File: config.mk
export PLATFORM = sky130hd
export DESIGN_NAME = dyn_delay_ctrl
export DESIGN_NICKNAME = d
export VERILOG_FILES = /design/src/rtl/dyn_delay_ctrl.sv
export SDC_FILE = /design/constraint.sdc
export NUM_CORES = 1
export LEC_CHECK = 0
export ABC_AREA = 1
export CAP_MARGIN = 5
export CORE_UTILIZATION = 55
export CTS_CLUSTER_DIAMETER = 60
export DETAILED_ROUTE_END_ITERATION = 8
export PLACE_DENSITY = 0.79
export SETUP_SLACK_MARGIN = 0.02
export SLEW_MARGIN = 10
export SYNTH_ARGS = -nofsm -noshare
export SYNTH_HDL_FRONTEND = slang
export SYNTH_SLANG_ARGS = --single-unit
File: constraint.sdc
create_clock -name CLK -period 6.2 [get_ports CLK]
set_input_delay 1.24 -clock CLK [delete_from_list [all_inputs] [get_ports CLK]]
set_output_delay 1.24 -clock CLK [all_outputs]
set_load 0.05 [all_outputs]
File: src/rtl/dyn_delay_ctrl.sv
// Programmable delay line: WIDTH x 2**SELWIDTH addressable-tap shift register with valid tracking
// and a request/acknowledge tap-change sequencer. Optional sticky overflow flag: DYN_DELAY_OVF_STICKY_EN.
module dyn_delay_ctrl #(
  parameter int SELWIDTH = 5,
  parameter int WIDTH    = 8,
  parameter int RST_SEL  = 0
) (
  input  logic                CLK,
  input  logic                RST_N,
  input  logic [WIDTH-1:0]    DI,
  input  logic                DI_CE,
  output logic                DI_READY,
  output logic [WIDTH-1:0]    DO,
  output logic                DO_VALID,
  input  logic                CFG_REQ,
  input  logic [SELWIDTH-1:0] CFG_SEL,
  input  logic                CFG_MODE,
  output logic                CFG_ACK,
  output logic [SELWIDTH-1:0] SEL_ACT,
  output logic                BUSY
`ifdef DYN_DELAY_OVF_STICKY_EN
  ,
  output logic                OVF
`endif
);

  localparam int DEPTH = 2 ** SELWIDTH;
  localparam logic [SELWIDTH-1:0] SEL_RESET = SELWIDTH'(RST_SEL);
  localparam logic [SELWIDTH-1:0] CNT_LAST  = SELWIDTH'(DEPTH - 1);

  typedef enum logic {RUN, FLUSH} state_t;

  state_t              state;
  logic [WIDTH-1:0]    stage [DEPTH];
  logic [DEPTH-1:0]    vbits;
  logic [SELWIDTH-1:0] sel_act;
  logic [SELWIDTH-1:0] tap_latched;
  logic [SELWIDTH-1:0] flush_cnt;
  logic                cfg_ack;
  logic                busy;
  logic                di_ready;
  logic                push;
  logic                accept;

  assign push   = DI_CE & di_ready;
  // A request is never taken in the ACK cycle, which keeps ACK from ever firing back-to-back.
  assign accept = (state == RUN) & CFG_REQ & ~cfg_ack;

  // Data chain has no reset and only shifts, so it maps onto SRL primitives.
  always_ff @(posedge CLK) begin
    if (push) begin
      stage[0] <= DI;
      for (int i = 1; i < DEPTH; i++) begin
        stage[i] <= stage[i-1];
      end
    end
  end

  always_ff @(posedge CLK or negedge RST_N) begin
    if (!RST_N) begin
      vbits <= '0;
    end else if (push) begin
      vbits <= {vbits[DEPTH-2:0], 1'b1};
    end else if (state == FLUSH) begin
      vbits <= {vbits[DEPTH-2:0], 1'b0};
    end
  end

  always_ff @(posedge CLK or negedge RST_N) begin
    if (!RST_N) begin
      state       <= RUN;
      sel_act     <= SEL_RESET;
      tap_latched <= '0;
      flush_cnt   <= '0;
      cfg_ack     <= 1'b0;
      busy        <= 1'b0;
      di_ready    <= 1'b1;
    end else begin
      cfg_ack <= 1'b0;
      case (state)
        RUN: begin
          if (accept) begin
            if (CFG_MODE) begin
              tap_latched <= CFG_SEL;
              flush_cnt   <= '0;
              state       <= FLUSH;
              busy        <= 1'b1;
              di_ready    <= 1'b0;
            end else begin
              sel_act <= CFG_SEL;
              cfg_ack <= 1'b1;
            end
          end
        end
        FLUSH: begin
          flush_cnt <= flush_cnt + SELWIDTH'(1);
          // Last of DEPTH flush cycles: every valid bit has been shifted out by now.
          if (flush_cnt == CNT_LAST) begin
            sel_act  <= tap_latched;
            state    <= RUN;
            busy     <= 1'b0;
            di_ready <= 1'b1;
            cfg_ack  <= 1'b1;
          end
        end
        default: state <= RUN;
      endcase
    end
  end

`ifdef DYN_DELAY_OVF_STICKY_EN
  always_ff @(posedge CLK or negedge RST_N) begin
    if (!RST_N) begin
      OVF <= 1'b0;
    end else if (accept && CFG_MODE) begin
      OVF <= 1'b0;
    end else if (DI_CE && !di_ready) begin
      OVF <= 1'b1;
    end
  end
`endif

  assign DI_READY = di_ready;
  assign DO       = stage[sel_act];
  assign DO_VALID = vbits[sel_act];
  assign CFG_ACK  = cfg_ack;
  assign SEL_ACT  = sel_act;
  assign BUSY     = busy;

endmodule

## Word level (Yosys, flattened, before mapping)

Memories as Yosys holds them, arrays and structs flattened.
Cells that the tools add are included.

- Register bits: 51
- Memory bits (writable): 256
- Bits of input ports: 18
- Output and inout port bits: 17
- Logic and storage cells: 55
- Memories kept: 1

Memory list:

| memory | words | width | read ports | clocked after Yosys merged registers in | write ports | line | RTL |
|---|---|---|---|---|---|---|---|
| stage | 32 | 8 | 32 | 0 | 32 | 34 | `logic [WIDTH-1:0] stage [DEPTH];` |

- $add $sub $neg: 1
- Order comparisons: 1
- Eq/ne operators: 5
- Mux-type cells: 29
- Bitwise logic cells: 5
- Reductions and logical operators: 5

Operators with widths:

| operator | count |
|---|---|
| 2-to-1 mux 32 bit | 2 |
| 2-to-1 mux 5 bit | 5 |
| case mux 5 bit (2 select lines) | 2 |
| 2-to-1 mux 1 bit | 15 |
| AND reduction 3 bit | 3 |
| case mux 1 bit (2 select lines) | 4 |
| < comparator 5 x 6 -> 1 bit, second input constant | 1 |
| inequality test 2 bit, second input constant | 3 |
| adder 5 x 1 -> 5 bit, second input constant | 1 |
| binary-select mux 1 bit (select 5 bit) | 1 |
| == test 5 bit, second input constant | 1 |
| AND 1 bit | 3 |
| inequality test 2 x 1 -> 1 bit, second input constant | 1 |
| NOT 1 bit | 2 |
| AND reduction 2 bit | 1 |
| nonzero test 2 bit | 1 |

## Depth between registers and ports, before layout

- Depth after elaboration: 5
- Mapped depth: 12
- Depth with buffers taken out: 9

## Least setup slack after synthesis

OpenSTA, ideal clock, no wires.

- Path kind: input -> register
- Start: input port DI_CE
- End: memory stage[0][0] (enable)
- Setup time: 0.606 ns
- Arrival: 6.267 ns
- Required time: 5.594 ns
- Slack: -0.672 ns
- Cell stages on the path: 2
- Buffers on the path: 0
- Cells stage by stage: nand2_1 inv_1

RTL lines:

| element | line | RTL |
|---|---|---|
| start: declaration | 11 | `input logic DI_CE,` |
| end: declaration | 34 |  |

## Final worst setup path

- Start: register sel_act[0], in the netlist SEL_ACT[0]
- End: output port DO[7]

- Longest elaborated chain between the ends: 1

Ends and longest elaborated chain:

| element | line | RTL |
|---|---|---|
| start: declaration | 36 | `logic [SELWIDTH-1:0] sel_act;` |
| start signal: assignment | 99 | `sel_act <= tap_latched;` |
| memory read (32 x 8 bit) | - |  |
| end: declaration | 13 | `output logic [WIDTH-1:0] DO,` |

Every way passes these cells.

==> flow_metrics.env <==
export IMPL_routabilityCongestion=0.7117
export IMPL_cp_arrival_ns=3.97
export IMPL_synth_enable_flop_cells=256
export IMPL_firstDrtPassIters=5
export IMPL_finalClockSkew_ns=0.01657
export IMPL_die_area_um2=23540
export IMPL_cts_made_buffers=31
export IMPL_antenna_left=0
export IMPL_hold_buffers=0
export IMPL_ff2ff_setup_slack_ns=3.84
export IMPL_ios=35
export IMPL_timing_hold_ws_ns=0.4430
export IMPL_slew_headroom_pct=24.95
export IMPL_syn_cell_area_um2=12610
export IMPL_clk_latency_ns=0.55
export IMPL_fin_crit_sh_pct=84.10
export IMPL_synth_warning_count=0
export IMPL_placed_area_um2=13050
export IMPL_htree_levels=1
export IMPL_r2r_end="vbits[31]$_DFFE_PN0P_"
export IMPL_cap_viol_max_count=0
export IMPL_synth_avg_cell_area_um2=11.03
export IMPL_tns_ns=0
export IMPL_drt_initial_drc_count=939
export IMPL_synth_top_cell_by_area="edfxtp_1"
export IMPL_crit_path_max_fanout=86
export IMPL_synth_seq_cells=307
export IMPL_grt_usage_pct=21.37
export IMPL_core_area_um2=22570
export IMPL_initial_core_util_pct=55.88
export IMPL_cts_sinks=307
export IMPL_r2r_start="state$_DFF_PN0_"
export IMPL_synthDominantCellAreaShare_pct=60.95
export IMPL_cts_tree="done"
export IMPL_critPathSlowestCell="clkdlybuf4s50_1"
export IMPL_fp_dieH_um=153.4
export IMPL_synth_cells=1143
export IMPL_antenna_found_initial=0
export IMPL_async_flop_share_pct=16.61
export IMPL_syn_num_nets=1163
export IMPL_path_clk_slew_ns=0.06
export IMPL_cts_resized=0
export IMPL_synthTopCellsByArea="edfxtp_1 61%, nand2_1 13%, dfrtp_1 9.9%"
export IMPL_grt_pass1_wl_mm=40.60
export IMPL_chipWidth_um=153.4
export IMPL_drc=0
export IMPL_routedWlPerCell_um=17.10
export IMPL_path_buf_inv=3
export IMPL_nets=1174
export IMPL_grt_max_degree=207
export IMPL_outcome="completed"
export IMPL_final_hold_violation_count=0
export IMPL_synth_common_cells="441 x nand2_1, 256 x edfxtp_1, 221 x nand3_1"
export IMPL_drv_slew=0
export IMPL_power_density_nw_per_um2=520.1
export IMPL_clockBufferDepth=3
export IMPL_clock_root_buffer="clkbuf_16"
export IMPL_dp_hpwl_mm=12.72
export IMPL_finalCriticalPeriod_ns=5.214
export IMPL_end_kind="output port"
export IMPL_max_slew_worst_pin_slew_ns=1.126
export IMPL_clock_fmax_mhz=191.8
export IMPL_max_stage_delay_ns=0.82
export IMPL_fin_area_um2=13980
export IMPL_crit_chain="inv_4 > buf_12 > nand2_1 > nand3_1 > nand3_1 > nand2_1 > nand2_1 > nand2_1 > nand2_1 > nand2_1 > clkdlybuf4s50_1"
export IMPL_cts_setup_buffers=0
export IMPL_crit_family="buffers and inverters"
export IMPL_routed_wl_mm=25.01
export IMPL_rr_worst_depth=3
export IMPL_p_leak_nw=5.448
export IMPL_ys_types=24
export IMPL_via_count=8374
export IMPL_startpoint_type="flop"
export IMPL_ys_seq_area_share_pct=71.08
export IMPL_ys_flop_type="edfxtp_1"
export IMPL_hold_start="stage[1][7]$_DFFE_PP_"
export IMPL_total_power_w=0.007270
export IMPL_setup_viol=0
export IMPL_min_to="stage[2][7]$_DFFE_PP_"
export IMPL_grt_overflow=0
export IMPL_ir_worst_vdd_v=0.0005272
export IMPL_rows=55
export IMPL_hp_class="reg -> reg"
export IMPL_diodes=0
export IMPL_yosysMostFrequentCell="nand2_1"
export IMPL_port_buffers=34
export IMPL_viasPerCell=5.728
export IMPL_crit_type="reg -> out"
export IMPL_cpMostUsedCell="nand2_1"
export IMPL_crit_required_ns=4.96
export IMPL_rsz0062_at_grt="false"
export IMPL_drive_above_1_share_pct=5.353
export IMPL_area_delta_synth_final_pct=10.83
export IMPL_grt_pass1_vias=7969
export IMPL_holdPathStages=0
through the flow:
stage / setup WS [ns] / cells / utilization, %
final: 0.9858 / 1462 / 61.93
after global routing: 0.7880 / 1462 / 61.93
after CTS: 1.002 / 1462 / 61.93
after detailed placement: 1.663 / 1406 / 57.80
after global placement: 1.702 / 1406 / 57.80
after floorplan: 0.6036 / 1143 / -
metal layers:
metal	part of all wire, %	GRT usage (%)
met4	1.9	6.048
met2	49	35.16
met5	0	0
met1	43	29.87
met3	6.9	3.176
cells by family (layout without fill, tap and decap cells):
kind of cell	Yosys count	after routing	share of synthesized area (%)
buf+inv	97	131	3.849
fa+ha+maj	2	2	0.1984
simple gates	685	685	22.62
mux	2	2	0.1786
flops	307	307	71.08
compound gates	50	50	2.073
where the power goes:
part	internal [W]	switching [W]	total, W
logic	0.000701	0.00167	0.00237
registers	0.00286	0.000312	0.00317
clock network	0.000972	0.000758	0.00173
worst register-to-register path, stage by stage, from the launching register on:
cell,delay (ns)
dfrtp_1,0.49
clkinv_1,0.47
nand2_2,0.86
mux2_2,0.42
final cells by class:
cell class	count	area (µm²)
tap	285	356.6
inverter	31	123.9
timing repair buffer	44	435.4
clock inverter	16	111.4
sequential	307	8970
clock buffer	40	819.5
fill	1694	8593
multi-input combinational	739	3162
worst max-delay path by stage:
stage                                 from               endpoint  cells past startpoint
global route        SEL_ACT[0]$_DFFE_PN0P_                  DO[7]                     11
CTS                 SEL_ACT[0]$_DFFE_PN0P_                  DO[7]                     11
global placement    SEL_ACT[0]$_DFFE_PN0P_                  DO[5]                     11
finish              SEL_ACT[0]$_DFFE_PN0P_                  DO[7]                     11
floorplan                            DI_CE  stage[0][0]$_DFFE_PP_                      2
detailed placement  SEL_ACT[0]$_DFFE_PN0P_                  DO[4]                     11
registers in the layout, indices dropped and copies added, names as in the netlist:
| name | count |
|---|---|
| state | 1 |
| BUSY | 1 |
| stage | 256 |
| tap_latched | 5 |
| vbits | 32 |
| CFG_ACK | 1 |
| SEL_ACT | 5 |
| flush_cnt | 5 |
| DI_READY | 1 |
placed cells by master (no fill, tap or decap), types with 2 or more instances in the layout:
master           synthesis  routed
nand2_1                441     441
edfxtp_1               256     256
nand3_1                221     221
dfrtp_1                 50      48
clkdlybuf4s50_1          0      33
clkbuf_16                0      31
o21ai_0                 29      29
inv_1                   24      23
nor2_1                  21      21
a21oi_1                 16      16
clkinv_1                 4      10
clkbuf_1                 7       8
buf_4                    4       8
clkinv_2                 0       7
o211ai_1                 4       4
mux2_2                   2       2
ha_1                     2       2
buf_12                   0       2
(Power assumes the default switching activity.)
